<file path="src/rtl/lif_neuron_array.sv">
// ============================================================================
// Module   : lif_neuron_array
// Purpose  : N_CH parallel leaky integrate-and-fire neurons with refractory
//            timers and a shared saturating spike counter.
// Revision : 1.0 - initial release
// ============================================================================
`default_nettype none

module lif_neuron_array #(
  parameter int WIDTH      = 8,
  parameter int N_CH       = 4,
  parameter int LEAK_SHIFT = 3,
  parameter int REFRAC     = 3
) (
  input  logic                   clk,
  input  logic                   rst_n,
  input  logic                   en,
  input  logic [N_CH*WIDTH-1:0]  input_current,
  input  logic [WIDTH-1:0]       threshold,
  input  logic                   count_clr,
  output logic [N_CH-1:0]        spike,
  output logic [N_CH*WIDTH-1:0]  membrane,
  output logic [N_CH-1:0]        refractory,
  output logic [15:0]            spike_count
);

  localparam int              CNT_W    = (REFRAC > 0) ? $clog2(REFRAC + 1) : 1;
  localparam logic [CNT_W-1:0] REF_LOAD = CNT_W'(REFRAC);

  logic [N_CH-1:0] spike_d;

  for (genvar i = 0; i < N_CH; i++) begin : g_ch
    logic [WIDTH-1:0] mem_q, mem_d;
    logic [CNT_W-1:0] cnt_q, cnt_d;
    logic             spk_q, spk_d;
    logic [WIDTH-1:0] w_cur, w_leaked, w_sum_sat;
    logic [WIDTH:0]   w_sum;

    assign w_cur     = input_current[i*WIDTH +: WIDTH];
    assign w_leaked  = mem_q - (mem_q >> LEAK_SHIFT);
    assign w_sum     = {1'b0, w_leaked} + {1'b0, w_cur};
    assign w_sum_sat = w_sum[WIDTH] ? {WIDTH{1'b1}} : w_sum[WIDTH-1:0];

    always_comb begin
      mem_d = mem_q;
      cnt_d = cnt_q;
      spk_d = 1'b0;
      if (en) begin
        if (cnt_q != '0) begin
          // Refractory: membrane pinned at rest, input ignored.
          mem_d = '0;
          cnt_d = cnt_q - 1'b1;
        end else if (w_sum_sat >= threshold) begin
          mem_d = '0;
          cnt_d = REF_LOAD;
          spk_d = 1'b1;
        end else begin
          mem_d = w_sum_sat;
        end
      end
    end

    always_ff @(posedge clk or negedge rst_n) begin
      if (!rst_n) begin
        mem_q <= '0;
        cnt_q <= '0;
        spk_q <= 1'b0;
      end else begin
        mem_q <= mem_d;
        cnt_q <= cnt_d;
        spk_q <= spk_d;
      end
    end

    assign spike_d[i]                   = spk_d;
    assign spike[i]                     = spk_q;
    assign refractory[i]                = (cnt_q != '0);
    assign membrane[i*WIDTH +: WIDTH]   = mem_q;
  end

  logic [16:0] w_pop;
  logic [16:0] w_count_sum;
  logic [15:0] count_d;
  logic [15:0] count_q;

  always_comb begin
    w_pop = '0;
    for (int k = 0; k < N_CH; k++) begin
      w_pop = w_pop + 17'(spike_d[k]);
    end
  end

  assign w_count_sum = {1'b0, count_q} + w_pop;

  // Clear wins over any spikes landing on the same edge.
  always_comb begin
    count_d = count_q;
    if (count_clr)           count_d = '0;
    else if (w_count_sum[16]) count_d = 16'hFFFF;
    else                     count_d = w_count_sum[15:0];
  end

  always_ff @(posedge clk or negedge rst_n) begin
    if (!rst_n) count_q <= '0;
    else        count_q <= count_d;
  end

  assign spike_count = count_q;

endmodule

`default_nettype wire

</file>
<file path="config.mk">
export PLATFORM = sky130hd
export DESIGN_NAME = lif_neuron_array
export DESIGN_NICKNAME = d
export VERILOG_FILES = /design/src/rtl/lif_neuron_array.sv
export SDC_FILE = /design/constraint.sdc
export NUM_CORES = 1
export LEC_CHECK = 0
export ABC_AREA = 1
export CAP_MARGIN = 20
export CORE_MARGIN = 3
export CORE_UTILIZATION = 38
export DETAILED_ROUTE_END_ITERATION = 8
export RECOVER_POWER = 100
export SLEW_MARGIN = 20
export SYNTH_ARGS = -nofsm -noshare
export SYNTH_HDL_FRONTEND = slang
export SYNTH_SLANG_ARGS = --single-unit
</file>
<file path="constraint.sdc">
create_clock -name clk -period 14.5 [get_ports clk]
set_input_delay 2.9 -clock clk [delete_from_list [all_inputs] [get_ports clk]]
set_output_delay 2.9 -clock clk [all_outputs]
set_load 0.005 [all_outputs]
</file>
==> Flow_metrics.wiki, run 1 <==
{| class="wikitable"
! Metric !! Value
|-
| Result of the run || finished, violations left
|-
| Violations in the final reports || capacitance limit, slew limit
|-
| Period minus WS final || 8061 ps
|-
| Number of port buffers || 99
|-
| Largest family of logic cells by synthesized area || simple AND/OR/NAND/NOR gates
|-
| Reg2reg end || spike_count[15]
|-
| Post-synthesis instance area || 6207 um2
|-
| Xor and xnor area share after synthesis || 5.503%
|-
| WS Path Type || primary input to flip-flop
|-
| Number of different library cells in the post-synthesis netlist || 32
|-
| Final hold vios || 0
|-
| Height of the die || 133.8 um
|-
| Nets || 1,152
|-
| Clock root cell || sky130_fd_sc_hd__clkbuf_16
|-
| Number of slew-limit violations in the final report || 61
|-
| Number of cells traversed by the worst register-to-register path || 37
|-
| Critical Path RT || 14,770 ps
|-
| Clock slew at the register clock pins of the worst setup and hold paths || 60 ps
|-
| Relative area change from synthesis to final layout || 24.95%
|-
| Simple-Gate Fraction of Synth Area || 29.47%
|-
| Adder-cell area share of the yosys netlist || 21.49%
|-
| Instance count of the mapped netlist || 906
|-
| Launch point of the critical path || input_current[0]
|-
| Clock network latency to the later pin of the worst-skew pair || 330 ps
|-
| Starting density of the core || 38.93%
|-
| Cell leakage power || 4.370 nW
|-
| Placed wire-length estimate after detailed placement || 12,650 um
|-
| # Post-CTS Setup Buffers || 0
|-
| Number of iterations in the first detailed-routing pass || 5
|-
| Detail-routed net length per standard cell || 12.85 um
|-
| Setup repair after global routing missed its margin || false
|-
| CTS tree || yes
|-
| Post-CTS sizing || 0
|-
| Critical-path top delay cell || sky130_fd_sc_hd__dlygate4sd3_1
|-
| Flops & latches, synth || 60
|-
| Worst slew slack as a fraction of its limit || -121.5%
|-
| Setup-failing EPs final || 0
|-
| Top-level port count || 100
|-
| Post-Route Setup TNS || 0 ps
|-
| Class of the worst hold path || flip-flop to flip-flop
|-
| Hold bufs inserted after CTS || 0
|-
| Transition time at the pin with the least slew margin || 3322 ps
|-
| Vias per cell || 4.698
|-
| Cell Pwr Density || 255.5 nW/um2
|-
| DIE AREA || 17,900 um2
|-
| Worst ir drop on vdd || 75.02 uV
|-
| Combined global-route utilization of all metal layers || 18.15%
|-
| Post-route clock skew || 4.896 ps
|-
| Post-Synthesis Mean Instance Area || 6.851 um2
|-
| Inserted Clock Buffers || 9
|-
| Number of global-route vias before repair || 5,519
|-
| Maximum fanout encountered on the critical timing path || 12
|-
| Initial antenna violation count || 0
|-
| Total power draw || 0.001982 W
|-
| Die outline width || 133.8 um
|-
| Fraction of final layout cells sized beyond drive strength 1 || 2.270%
|-
| Count of warnings emitted by yosys || 0
|-
| Critical Path Sink Type || flip-flop
|-
| Final weighted congestion in routability-driven placement || 0.8890
|-
| Setup slack of the worst register-to-register path || 8320 ps
|-
| Critical path's largest stage delay || 540 ps
|-
| Arrival time at the worst endpoint || 8330 ps
|-
| Initial DRC Count || 311
|-
| Number of vias in the routed layout || 5,774
|-
| Last element of the critical path || spike_count[15]
|-
| Number of buffers on the longest clock path || 2
|-
| Net count of the mapped netlist || 1,050
|-
| Number of sinks handled by clock tree synthesis || 60
|-
| Kind of start point of the critical path || primary input
|-
| Source of the worst hold timing path || g_ch[2].cnt_q[1]
|-
| Proportion of synthesized area in mux cells || 0%
|-
| Sum of overflow across all layers after global routing || 0
|-
| First-pass GRT wire length || 26,550 um
|-
| Worst R2R Start || g_ch[0].mem_q[3]
|-
| Worst slack, placed || 6717 ps
|-
| Final worst slack || 6439 ps
|-
| Sequential fraction of the synthesis area || 24.19%
|-
| Maximum number of pins on one net before global-route repair || 61
|-
| Cell type with the highest occurrence count on the critical path || sky130_fd_sc_hd__nand2_1
|-
| MaxCap Viol Count || 1
|-
| Routed WL || 15,790 um
|-
| Compound-cell area share of the yosys netlist || 7.176%
|-
| Post-route fraction of the period consumed by the critical path || 55.59%
|-
| Placeable core area || 15,940 um2
|-
| DRC || 0
|-
| H-tree levels || 3
|-
| Cell Rows || 46
|-
| Highest Clock Rate || 0.1241 GHz
|-
| Post-DRT Antenna Nets || 0
|-
| Diode insertion count for antenna repair || 0
|}
==> power breakdown <==
| group | internal, W | switching, W | leakage [nW] |
|---|---|---|---|
| clock | 0.000187 | 0.0000770 | 0.182 |
| sequential | 0.000205 | 0.0000304 | 0.807 |
| combinational | 0.000596 | 0.000886 | 3.38 |
| total | 0.000988 | 0.000994 | 4.37 |
==> routing by layer <==
| metal | global-route usage (%) | wire length [um] | up-vias |
|---|---|---|---|
| met3 | 4.314 | 816 | 8 |
| met1 | 26.42 | 7939 | 2580 |
| li1 | - | - | 3066 |
| met4 | 3.543 | 92 | 0 |
| met5 | 0 | 0 | - |
| met2 | 27.68 | 6939 | 120 |
==> how the worst min path moves through the flow <==
| stage | to | slack (ps) | cells past startpoint |
|---|---|---|---|
| 5_1_grt | g_ch[2].cnt_q[1] | 490 | 2 |
| 3_5_place_dp | g_ch[2].cnt_q[1] | 460 | 2 |
| 6_report | g_ch[2].cnt_q[1] | 470 | 2 |
| 2_1_floorplan | g_ch[0].cnt_q[1] | 440 | 2 |
| 3_3_place_gp | g_ch[3].cnt_q[1] | 460 | 2 |
| 4_1_cts | g_ch[2].cnt_q[1] | 470 | 2 |
==> layout make-up <==
type | count | area (um2)
fillers | 1664 | 8187
multi-input cells | 651 | 3911
flip-flops and latches | 60 | 1501
repair buffers | 102 | 1012
inverters | 184 | 690.7
clock buffers | 13 | 280.3
well taps | 216 | 270.3
clock inverters | 3 | 90.09
==> per-stage QoR <==
stage	util [%]	hold WS, ps	cell area [um2]	instances
2_1_floorplan	-	441.6	6207	906
3_3_place_gp	46.50	456.9	7413	1212
3_5_place_dp	46.59	458.0	7428	1213
4_1_cts	48.92	472.6	7799	1229
5_1_grt	48.65	488.7	7756	1229
6_report	48.65	471.2	7756	1229
==> cells in the mapped netlist, drive strengths merged <==
cell / n / area, um2
buf: 6 / 46.29
a21oi: 48 / 240.2
o21bai: 3 / 22.52
nor2: 50 / 207.7
xor2: 28 / 245.2
fa: 11 / 220.2
dfrtp: 60 / 1501
nor3: 5 / 41.29
xnor2: 11 / 96.34
o21ai: 22 / 110.1
nand3b: 1 / 7.510
or2: 4 / 25.02
o211ai: 4 / 30.03
clkbuf: 5 / 18.77
ha: 89 / 1114
nand3: 84 / 430.4
o21a: 4 / 30.03
o22ai: 2 / 12.51
nand2: 267 / 1005
inv: 184 / 690.7
nand4: 18 / 112.6
==> kinds of logic (layout without fill, tap and decap cells) <==
| logic type | Yosys count | count (layout) |
|---|---|---|
| AND/OR/NAND/NOR | 429 | 429 |
| buffers and inverters | 195 | 302 |
| adder cells (fa/ha/maj) | 100 | 100 |
| AO/OA/AOI/OAI | 83 | 83 |
| flip-flops | 60 | 60 |
| XOR/XNOR | 39 | 39 |
==> state kept, by name, summed over array words and instances, names as in the netlist <==
register	count
g_ch.spk_q	4
g_ch.mem_q	32
g_ch.cnt_q	8
spike_count	16
==> worst max-delay path, delay by kind of cell <==
family / cells / cell delay (ps)
AO/OA/AOI/OAI: 1 / 110
adder cells (fa/ha/maj): 6 / 1960
AND/OR/NAND/NOR: 17 / 2260
buffers and inverters: 7 / 1100
==> cells in the final DEF (no fill, tap or decap), drive strengths merged <==
master         Yosys  final
inv              184    182
o211ai             4      4
nor2              50     50
fa                11     11
o21ai             22     22
buf                6      3
nand4             18     18
a21oi             48     48
o22ai              2      2
dlygate4sd3        0     60
nand3b             1      1
nand3             84     84
bufinv             0      3
o21a               4      4
xnor2             11     11
nor3               5      5
o21bai             3      3
xor2              28     28
clkinv             0      2
nand2            267    267
clkdlybuf4s50      0     38
clkbuf             5     14
dfrtp             60     60
ha                89     89
or2                4      4
No activity file was read; power rests on OpenSTA's default activity.
==> run 2, diff against run 1 <==
Clock period 14.5 ns to 8.2 ns, I/O delays scaled along.
==> Flow_metrics.wiki, run 2 (synthesized netlist as in run 1, its figures left out) <==
{| class="wikitable"
! Metric !! Value
|-
| Cell Pwr Density || 446.0 nW/um2 (+75%)
|-
| Post-route fraction of the period consumed by the critical path || 83.10%
|-
| Highest-count cells in the layout ignoring fill and taps || 267 x sky130_fd_sc_hd__nand2_1, 182 x sky130_fd_sc_hd__inv_1, 89 x sky130_fd_sc_hd__ha_1
|-
| Maximum fanout encountered on the critical timing path || 12 (unchanged)
|-
| Starting density of the core || 38.93% (unchanged)
|-
| Critical path's largest stage delay || 540 ps (about the same)
|-
| Final weighted congestion in routability-driven placement || 0.8888 (about the same)
|-
| Die outline width || 133.8 um (unchanged)
|-
| Clock root cell || sky130_fd_sc_hd__clkbuf_16
|-
| Cell Rows || 46 (unchanged)
|-
| Final hold vios || 0 (unchanged)
|-
| Critical Path RT || 8470 ps (-6300 ps)
|-
| Inserted Clock Buffers || 9 (unchanged)
|-
| Vias per cell || 4.629 (-1.5%)
|-
| Detail-routed net length per standard cell || 12.75 um (-0.73%)
|-
| Transition time at the pin with the least slew margin || 3355 ps (+33.34 ps)
|-
| Number of global-route vias before repair || 5,470 (-0.89%)
|-
| Routed WL || 15,670 um (-0.73%)
|-
| Placeable core area || 15,940 um2 (unchanged)
|-
| Setup-failing EPs final || 0 (unchanged)
|-
| MaxCap Viol Count || 1 (unchanged)
|-
| Number of sinks handled by clock tree synthesis || 60 (unchanged)
|-
| Maximum number of pins on one net before global-route repair || 61 (unchanged)
|-
| Highest Clock Rate || 0.1468 GHz
|-
| Cell leakage power || 4.332 nW (-0.86%)
|-
| Biggest register || g_ch.mem_q
|-
| Fraction of final layout cells sized beyond drive strength 1 || 2.270% (unchanged)
|-
| DIE AREA || 17,900 um2 (unchanged)
|-
| Class of the worst hold path || flip-flop to flip-flop
|-
| Sum of overflow across all layers after global routing || 0 (unchanged)
|-
| Number of cells traversed by the worst register-to-register path || 34 (-8.1%)
|-
| Initial DRC Count || 268 (-14%)
|-
| Combined global-route utilization of all metal layers || 17.86% (-0.29 points)
|-
| CTS tree || yes
|-
| Number of vias in the routed layout || 5,689 (-1.5%)
|-
| Cell type with the highest occurrence count on the critical path || sky130_fd_sc_hd__nand2_1
|-
| Worst ir drop on vdd || 147.4 uV (+96%)
|-
| Placed wire-length estimate after detailed placement || 12,530 um (-0.93%)
|-
| Critical-path top delay cell || sky130_fd_sc_hd__dlygate4sd3_1
|-
| Dpl cell area || 7428 um2 (unchanged)
|-
| Result of the run || finished, violations left
|-
| H-tree levels || 3 (unchanged)
|-
| Leading cell type in the layout, fill and taps excluded || sky130_fd_sc_hd__nand2_1
|-
| Diode insertion count for antenna repair || 0 (unchanged)
|-
| Kind of start point of the critical path || primary input
|-
| Number of buffers on the longest clock path || 2 (unchanged)
|-
| Critical Path Sink Type || flip-flop
|-
| Worst slew slack as a fraction of its limit || -123.7% (-2.2 points)
|-
| FILL cells || 1,641 (-1.4%)
|-
| WS Path Type || primary input to flip-flop
|-
| Hold bufs inserted after CTS || 0 (unchanged)
|-
| Max FFs per register || 32 (unchanged)
|-
| Post-Route Setup TNS || 0 ps (unchanged)
|-
| Post-DRT Antenna Nets || 0 (unchanged)
|-
| # Post-CTS Setup Buffers || 0 (unchanged)
|-
| Violations in the final reports || capacitance limit, slew limit
|-
| Height of the die || 133.8 um (unchanged)
|-
| Clock slew at the register clock pins of the worst setup and hold paths || 60 ps (about the same)
|-
| Top-level port count || 100 (unchanged)
|-
| DRC || 0 (unchanged)
|-
| Post-CTS sizing || 0 (unchanged)
|-
| Initial antenna violation count || 0 (unchanged)
|-
| Cell area after layout || 7689 um2 (-0.87%)
|-
| Clock network latency to the later pin of the worst-skew pair || 330 ps (about the same)
|-
| First-pass GRT wire length || 26,150 um (-1.5%)
|-
| Post-route clock skew || 8.580 ps (+3.684 ps)
|-
| Relative area change from synthesis to final layout || 23.87%
|-
| Arrival time at the worst endpoint || 7090 ps (-1240 ps)
|-
| Period minus WS final || 6814 ps
|-
| Number of port buffers || 99 (unchanged)
|-
| Hold Path Cell Cnt || 2 (unchanged)
|-
| Number of slew-limit violations in the final report || 61 (unchanged)
|-
| Setup repair after global routing missed its margin || false
|-
| Nets || 1,152 (unchanged)
|-
| Number of iterations in the first detailed-routing pass || 5 (unchanged)
|}
## run 2: changes by cell type in the layout (fill, tap and decap cells not counted)
| cell | change |
|---|---|
| sky130_fd_sc_hd__clkinv_2 | +2 |
| sky130_fd_sc_hd__bufinv_16 | -2 |
| sky130_fd_sc_hd__clkinv_4 | +1 |
| sky130_fd_sc_hd__clkbuf_8 | -3 |
| sky130_fd_sc_hd__clkinvlp_4 | +2 |
## run 2: area by class of cell
cell class	count	area (um2)	share of cell area, %
timing repair buffer	102	1012	13.17
clock inverter	6	63.81	0.8299
inverter	184	690.7	8.983
sequential	60	1501	19.53
multi-input combinational	651	3911	50.87
tap	216	270.3	3.515
clock buffer	10	239.0	3.108
## run 2: per-stage QoR
step	total power [W]	hold WS (ps)	worst slack, ps	std cells	util (%)
floorplan	0.002466	441.6	2575	906	-
detailed placement	0.003074	458.0	1646	1213	46.59
global placement	0.003051	457.7	1819	1212	46.50
global route	0.003947	489.1	964.5	1229	48.23
CTS	0.003478	472.0	2015	1229	48.49
finish	0.003429	467.8	1386	1229	48.23
## run 2: path summary, 6_finish.rpt
check | startpoint | end | slack, ps
min in group asynchronous | rst_n | spike_count[7] | 2530
max | input_current[0] | spike_count[9] | 1390
min reg2reg | g_ch[1].cnt_q[1] | g_ch[1].cnt_q[1] | 470
max reg2reg | g_ch[0].mem_q[5] | spike_count[9] | 1990
max in group asynchronous | rst_n | g_ch[2].mem_q[2] | 3770
min | g_ch[1].cnt_q[1] | g_ch[1].cnt_q[1] | 470
## run 2: layer usage
layer  GRT usage [%]  vias to the layer above  share of wire, %
li1                -                     3058                 -
met1           25.60                     2506                52
met2           27.93                      117                43
met3           4.126                        8               5.0
met4           3.200                        0              0.54
met5               0                        -                 0
## run 2: worst max-delay path: cells and delay by family
family,cells,cell delay (ps)
and+or+nand+nor,17,2260
AOI/OAI and AO/OA,1,110
adders and majority gates,6,1980
buffers and inverters,7,1100
## run 2: power by group
part           switching (W)  total [W]  internal, W
Clock               0.000140   0.000383     0.000243
Sequential         0.0000529   0.000416     0.000363
Combinational        0.00158    0.00263      0.00106
